<file path="src/rtl/i2c_target.sv">
// I2C target (slave) for a single 7-bit address: receives write bytes, serves read
// bytes from tx_data_i, and only ever moves SDA while the synchronised SCL is low.
module i2c_target #(
   parameter logic [6:0] TARGET_ADDR = 7'h50
) (
   input  logic       clk,
   input  logic       rst,
   input  logic       scl_i,
   input  logic       sda_i,
   output logic       sda_oe_o,
   input  logic [7:0] tx_data_i,
   output logic       tx_req_o,
   output logic [7:0] rx_data_o,
   output logic       rx_valid_o,
   output logic       busy_o
);

   typedef enum logic [2:0] {
      IDLE, ADDR, ADDR_ACK, RX, RX_ACK, TX, TX_ACK, WAIT_STOP
   } state_t;

   // Bit 1 = SCL, bit 0 = SDA; two sync flops plus one history flop per line.
   logic [1:0] pin;
   logic [1:0] sync1_reg, sync2_reg, hist_reg;

   assign pin = {scl_i, sda_i};

   generate
      for (genvar gi = 0; gi < 2; gi++) begin : g_sync
         always_ff @(posedge clk) begin
            if (!rst) begin
               sync1_reg[gi] <= 1'b1;
               sync2_reg[gi] <= 1'b1;
               hist_reg[gi]  <= 1'b1;
            end else begin
               sync1_reg[gi] <= pin[gi];
               sync2_reg[gi] <= sync1_reg[gi];
               hist_reg[gi]  <= sync2_reg[gi];
            end
         end
      end
   endgenerate

   logic scl, sda, scl_rise, scl_fall, start_det, stop_det;

   assign scl       = sync2_reg[1];
   assign sda       = sync2_reg[0];
   assign scl_rise  = scl & ~hist_reg[1];
   assign scl_fall  = ~scl & hist_reg[1];
   assign start_det = scl & hist_reg[0] & ~sda;
   assign stop_det  = scl & ~hist_reg[0] & sda;

   state_t     state_reg, state_next;
   logic [3:0] bit_cnt_reg, bit_cnt_next;
   logic [7:0] shift_reg, shift_next;
   logic [7:0] rx_data_reg, rx_data_next;
   logic       rw_reg, rw_next;
   logic       ack_reg, ack_next;
   logic       oe_reg, oe_next;
   logic       tx_req_reg, tx_req_next;
   logic       rx_valid_reg, rx_valid_next;

   always_ff @(posedge clk) begin
      if (!rst) begin
         state_reg    <= IDLE;
         bit_cnt_reg  <= 4'd0;
         shift_reg    <= 8'h00;
         rx_data_reg  <= 8'h00;
         rw_reg       <= 1'b0;
         ack_reg      <= 1'b0;
         oe_reg       <= 1'b0;
         tx_req_reg   <= 1'b0;
         rx_valid_reg <= 1'b0;
      end else begin
         state_reg    <= state_next;
         bit_cnt_reg  <= bit_cnt_next;
         shift_reg    <= shift_next;
         rx_data_reg  <= rx_data_next;
         rw_reg       <= rw_next;
         ack_reg      <= ack_next;
         oe_reg       <= oe_next;
         tx_req_reg   <= tx_req_next;
         rx_valid_reg <= rx_valid_next;
      end
   end

   always_comb begin
      state_next    = state_reg;
      bit_cnt_next  = bit_cnt_reg;
      shift_next    = shift_reg;
      rx_data_next  = rx_data_reg;
      rw_next       = rw_reg;
      ack_next      = ack_reg;
      oe_next       = oe_reg;
      tx_req_next   = 1'b0;
      rx_valid_next = 1'b0;

      // Bus conditions override everything, STOP before START.
      if (stop_det) begin
         state_next = IDLE;
         oe_next    = 1'b0;
      end else if (start_det) begin
         state_next   = ADDR;
         bit_cnt_next = 4'd0;
         shift_next   = 8'h00;
         oe_next      = 1'b0;
      end else begin
         case (state_reg)
            ADDR: begin
               if (scl_rise) begin
                  shift_next   = {shift_reg[6:0], sda};
                  bit_cnt_next = bit_cnt_reg + 4'd1;
               end else if (scl_fall && bit_cnt_reg == 4'd8) begin
                  bit_cnt_next = 4'd0;
                  if (shift_reg[7:1] == TARGET_ADDR) begin
                     state_next = ADDR_ACK;
                     oe_next    = 1'b1;
                     rw_next    = shift_reg[0];
                  end else begin
                     state_next = WAIT_STOP;
                     oe_next    = 1'b0;
                  end
               end
            end
            ADDR_ACK: begin
               if (scl_fall) begin
                  if (rw_reg) begin
                     state_next  = TX;
                     shift_next  = tx_data_i;
                     tx_req_next = 1'b1;
                     oe_next     = ~tx_data_i[7];
                  end else begin
                     state_next = RX;
                     oe_next    = 1'b0;
                  end
               end
            end
            RX: begin
               if (scl_rise) begin
                  shift_next   = {shift_reg[6:0], sda};
                  bit_cnt_next = bit_cnt_reg + 4'd1;
                  if (bit_cnt_reg == 4'd7) begin
                     rx_data_next  = {shift_reg[6:0], sda};
                     rx_valid_next = 1'b1;
                  end
               end else if (scl_fall && bit_cnt_reg == 4'd8) begin
                  state_next   = RX_ACK;
                  bit_cnt_next = 4'd0;
                  oe_next      = 1'b1;
               end
            end
            RX_ACK: begin
               if (scl_fall) begin
                  state_next = RX;
                  oe_next    = 1'b0;
               end
            end
            TX: begin
               // The MSB goes out at load time; each later fall presents the next bit.
               if (scl_rise) begin
                  bit_cnt_next = bit_cnt_reg + 4'd1;
               end else if (scl_fall) begin
                  if (bit_cnt_reg == 4'd8) begin
                     state_next   = TX_ACK;
                     bit_cnt_next = 4'd0;
                     oe_next      = 1'b0;
                  end else begin
                     shift_next = {shift_reg[6:0], 1'b0};
                     oe_next    = ~shift_reg[6];
                  end
               end
            end
            TX_ACK: begin
               if (scl_rise) begin
                  ack_next = sda;
               end else if (scl_fall) begin
                  if (!ack_reg) begin
                     state_next   = TX;
                     bit_cnt_next = 4'd0;
                     shift_next   = tx_data_i;
                     tx_req_next  = 1'b1;
                     oe_next      = ~tx_data_i[7];
                  end else begin
                     state_next = WAIT_STOP;
                     oe_next    = 1'b0;
                  end
               end
            end
            default: begin
               oe_next = 1'b0;
            end
         endcase
      end
   end

   assign sda_oe_o   = oe_reg;
   assign tx_req_o   = tx_req_reg;
   assign rx_data_o  = rx_data_reg;
   assign rx_valid_o = rx_valid_reg;
   assign busy_o     = (state_reg != IDLE);

endmodule
</file>
<file path="config.mk">
export PLATFORM = sky130hd
export DESIGN_NAME = i2c_target
export DESIGN_NICKNAME = d
export VERILOG_FILES = /design/src/rtl/i2c_target.sv
export SDC_FILE = /design/constraint.sdc
export NUM_CORES = 1
export LEC_CHECK = 0
export ABC_CLOCK_PERIOD_IN_PS = 1800
export CORE_ASPECT_RATIO = 1.2
export CORE_UTILIZATION = 46
export CTS_CLUSTER_DIAMETER = 50
export DETAILED_ROUTE_END_ITERATION = 6
export DONT_BUFFER_PORTS = 1
export PLACE_DENSITY = 0.75
export SLEW_MARGIN = 20
export SYNTH_ARGS = -nofsm -noshare
export SYNTH_HDL_FRONTEND = slang
export SYNTH_SLANG_ARGS = --single-unit
</file>
<file path="constraint.sdc">
create_clock -name clk -period 1.8 [get_ports clk]
set_input_delay 0.27 -clock clk [delete_from_list [all_inputs] [get_ports clk]]
set_output_delay 0.27 -clock clk [all_outputs]
set_load 0.01 [all_outputs]
</file>
# Word-level counts from Yosys, hierarchy flattened

Cells that the tools add are included.

Register bits: 34
Bits in latches: 0
RAM bits: 0
Memory bits (read-only): 0
Input port bits: 12
Output and inout bits: 12
Logic and storage cells: 149
Memories kept: 0

$add $sub $neg: 1
Multipliers: 0
Div/mod/pow operators: 0
Order comparisons: 0
Equal/unequal tests: 38
Shift-type cells: 0
Mux-type cells: 59
Bitwise gates (word level): 17
Reductions and logical operators: 18

Operators by type and width:

| kind                                          | number |
|---|---|
| two-way mux 8 bit                             | 10 |
| inequality test 3 bit, second input constant  | 14 |
| two-way mux 3 bit                             | 13 |
| two-way mux 4 bit                             | 9 |
| case mux 8 bit (4 select lines)               | 1 |
| AND reduction 12 bit                          | 2 |
| inequality test 2 bit, second input constant  | 11 |
| two-way mux 1 bit                             | 21 |
| case mux 3 bit (6 select lines)               | 1 |
| case mux 4 bit (3 select lines)               | 1 |
| NOT 1 bit                                     | 11 |
| AND reduction 11 bit                          | 1 |
| AND reduction 10 bit                          | 1 |
| == test 3 bit, second input constant          | 3 |
| inequality test 4 bit, second input constant  | 2 |
| AND reduction 8 bit                           | 1 |
| == test 7 bit, second input constant          | 1 |
| nonzero test 7 bit                            | 1 |
| bitwise AND 1 bit                             | 6 |
| == test 3 x 2 -> 1 bit, second input constant | 2 |
| case mux 1 bit (6 select lines)               | 1 |
| AND reduction 6 bit                           | 1 |
| nonzero test 6 bit                            | 1 |
| AND reduction 5 bit                           | 1 |
| 16 further kinds                              | 17 |

# Depth between registers and ports, before layout

Gate-level depths: netlist (run 1).

Depth after elaboration: 7
Mapped depth: 9
Mapped depth without buffers: 7

# Worst setup path before layout (run 1)

No wires, ideal clock.

Path type: reg-to-reg
Start: register sync2_reg[1], in the netlist scl
End: register shift_reg[0]
Setup time: 118 ps
Arrival: 1587 ps
Data required time: 1682 ps
Slack: 95 ps
Cell stages (with the launch flop): 10
Path buffers: 2
Period minus slack after synthesis: 1705 ps
Cell sequence: dfxtp_1 > inv_1 > ha_1 > buf_2 > nor2b_2 > nand2_1 > o22ai_1 > a31o_1 > buf_4 > mux2i_1

Cells in the longest elaborated chain, start to end: 4
Elaborated cells between the ends (all ways): 20
Those cells by class: eq/ne (9); mux (1); bitwise (8); reduce/logical (2)

RTL lines:

| element                                                       | RTL line   | RTL |
|---|---|---|
| start: declaration                                            | 24         | `logic [1:0] sync1_reg, sync2_reg, hist_reg;` |
| start signal: indexed assignment                              | 37         | `sync2_reg[gi] <= sync1_reg[gi];` |
| bitwise AND 1 bit, or another cell as far along               | 50         | `assign start_det = scl & hist_reg[0] & ~sda;` |
| bitwise AND 1 bit, on equally long branches                   | 50, 49, 51 |  |
| inequality test 3 bit (no line), or another cell as far along | -          |  |
| AND reduction 11 bit (no line)                                | -          |  |
| end signal: assignment                                        | 77         | `shift_reg <= shift_next;` |
| end: declaration                                              | 55         | `logic [7:0] shift_reg, shift_next;` |

Several ways; a longest one is shown, not always the timed one.
A chain may end at the register's enable or synchronous reset.

# Worst setup path after layout (run 1)

Start: register hist_reg[1]
End: register oe_reg, in the netlist sda_oe_o

Cells in the longest elaborated chain, start to end: 4
Elaborated cells between the ends (all ways): 15
Those cells by class: eq/ne (10); bitwise (3); reduce/logical (2)

RTL lines:

| element                                                | RTL line     | RTL |
|---|---|---|
| start: declaration                                     | 24           |  |
| start signal: indexed assignment                       | 38           | `hist_reg[gi] <= sync2_reg[gi];` |
| bitwise AND 1 bit or NOT 1 bit (tied branches)         | 49, 48       |  |
| logical AND 1 bit or bitwise AND 1 bit (tied branches) | 113, 146, 48 |  |
| inequality test 2 bit (no line)                        | -            |  |
| AND reduction 10 bit (no line) (*)                     | -            |  |
| end signal: assignment                                 | 81           | `oe_reg <= oe_next;` |
| end: declaration                                       | 59           | `logic oe_reg, oe_next;` |

Every way passes the cells marked *; elsewhere a longest branch is shown, timed or not.

==> metrics.csv, run 1 <==
metric,value,unit
status,completed,
Tot Pwr,1.470,mW
Clock Pin Slew Worst Setup and Hold Paths,0.07,ns
final HPWL from detailed placement,3360,um
Synth Area in Simple Gates,0.2773,
diodes inserted,0,
initial antenna violation count,0,
Num CTS Buffers,5,
# setup viols final,0,
Via density,5.711,
skew final,0.001841,ns
Ports,24,
Seq cells post-synth,34,
"Top FF cell, synth",dfxtp_1,
crit path max fanout,10,
VDD IR max,0.5573,mV
crit end category,flip-flop,
vias in the first global route,1595,
sequential fraction of the synthesis area,0.3516,
via count,1702,
final period utilization,0.9271,
post-synthesis compound-gate area fraction,0.1610,
Crit Path Class,flip-flop to flip-flop,
CTS root buf,clkbuf_8,
Die Span Y,73.06,um
share of layout cells above drive strength 1,0.2090,
mean area per synthesized cell,8.680,um^2
dpl cell area,0.002140,mm^2
first drt pass iteration count,4,
Die W,61.22,um
Worst EP required,2.02,ns
wire length after detailed routing,4567,um
Max clock buf depth,2,
pin count of the biggest net entering global routing,38,
Netlist cell types,55,
Std-Cell Rows,25,
Final #Nets,259,
startpoint types,flip-flop,
Final Critical Period,1.669,ns
WHS,0.05591,ns
clock sinks,34,
Fin. Hold Viols,0,
Yosys top cell by area,dfxtp_1,
gpl congestion,0.9388,
"EDFF count, synth",0,
1st-iter DRT viols,51,
Leak,0.8236,nW
portion of netlist area occupied by mux cells,0.09825,
Slew Limit Fails,0,
initial core utilization,0.4872,
worst hold path type,input pin to flip-flop,
max frequency,599.3,MHz
main area contributors after synthesis,"dfxtp_1, mux2i_1, nand2_1, nor2b_1, o22ai_1",
worst slew pin tran,0.3134,ns
Cells after Synth,223,
CTS tree,built,
"Cell Area, Synth",0.001936,mm^2
first-pass GRT wire length,7452,um
Final Core Density,0.5685,
WL per Instance,15.33,um
ANT nets after route,0,
Post-Synth Adder-Cell Area,0.03103,
H-tree levels,2,
Area growth syn-to-layout,16.68,%
Clock Latency Late Sink,0.28,ns
total track usage,0.2233,
DRC violations left,0,
design area,0.002258,mm^2
total of max-cap violations,0,
WP data arrival,1.89,ns
Slew Limit Headroom,0.7883,
total setup buffers inserted after CTS,0,
Yosys top cell area share,0.3516,
Port Buffers,0,
"top cells by count, synth","dfxtp_1, nand2_1, mux2i_1",
die area,0.004472,mm^2
share of synthesized flip-flops with an asynchronous set or reset,0,
Filler cells,356,
cts hold-fix bufs,0,
core area,0.003973,mm^2
synth warn,0,
"count leader, synth",dfxtp_1,
post-synthesis net count,239,
grt total ovfl,0,
XOR/XNOR Fraction of Synth Area,0.004525,
Pwr per Cell Area,651.0,mW/mm^2
r2r setup slk,0.13,ns
largest family of logic cells by synthesized area,simple AND/OR/NAND/NOR gates,
-- timing repair --
action,in CTS,in global routing
gates resized for setup,1,4
setup endpoints to repair,1,11
pin swaps,0,1
endpoints found under the hold margin,0,0
-- logic make-up after synthesis --
kind of cell	after synthesis
adder cells (fa/ha/maj)	5
XOR/XNOR	1
flip-flops	34
multiplexers	19
AND/OR/NAND/NOR	94
AO/OA/AOI/OAI	43
buffers and inverters	27
-- per-layer routing --
layer / track usage / routed length [um]
met2: 0.3635 / 2254
met4: 0.1136 / 130
met3: 0.03546 / 234
met5: 0 / 0
met1: 0.2785 / 1947
-- worst max-delay path, cell delays in order (launching register included) --
cell	delay, ns
dfxtp_2	0.33
inv_1	0.04
ha_1	0.20
buf_4	0.17
nand2b_1	0.16
a311o_1	0.35
a32o_1	0.21
a21oi_1	0.14
-- placed cells by master (no fill, tap or decap), types with 2 or more instances in the layout --
cell	count
dfxtp_1	33
buf_4	27
nand2_1	26
mux2i_1	19
inv_1	10
nor2b_1	10
nor2_1	9
o22ai_1	9
nand2b_1	9
a21oi_1	8
nand3_1	6
clkbuf_8	6
nor3_1	5
and3_1	4
ha_1	4
a32o_1	3
and2_1	3
o21ai_0	3
and2b_1	3
nand3b_1	2
o211ai_1	2
nor2b_2	2
a41oi_1	2
nand4_1	2
nand4b_1	2
buf_12	2
-- final cells by class --
class | count | area [um^2] | share of cell area
clock buffers | 7 | 86.33 | 0.03823
multi-input cells | 162 | 1134 | 0.5019
repair buffers | 29 | 242.7 | 0.1075
clock inverters | 1 | 5.005 | 0.002216
inverters | 11 | 41.29 | 0.01828
well taps | 54 | 67.56 | 0.02992
flip-flops and latches | 34 | 681.9 | 0.3019
-- worst paths after layout --
| path | from | endpoint | cells after the start |
|---|---|---|---|
| worst max register to register | hist_reg[1]$_SDFF_PN1_ | sda_oe_o$_SDFFE_PP0P_ | 7 |
| worst min register to register | sync1_reg[0]$_SDFF_PN1_ | sda$_SDFF_PN1_ | 1 |
| worst max-delay path | hist_reg[1]$_SDFF_PN1_ | sda_oe_o$_SDFFE_PP0P_ | 7 |
| worst min-delay path | rst | hist_reg[1]$_SDFF_PN1_ | 1 |
-- power by group --
part | leakage [nW] | switching, mW | internal, mW
logic | 0.501 | 0.0576 | 0.0591
registers | 0.275 | 0.00843 | 0.760
clock network | 0.0482 | 0.276 | 0.309
-- per-stage QoR --
stage               setup slack [ns]    TNS, ns  std cells
finish                        0.1313          0        298
global route               -0.007333  -0.007333        298
CTS                          0.07060          0        298
detailed placement           0.01275          0        290
global placement              0.1010          0        290
floorplan                    0.09508          0        223
(Power assumes the default switching activity.)
==> inputs of run 2 (changes only) <==
Settings changed: CAP_MARGIN from default to 10.
==> results of run 2 <==
Same layout as run 1: the final DEF is identical, and so are final timing and power.
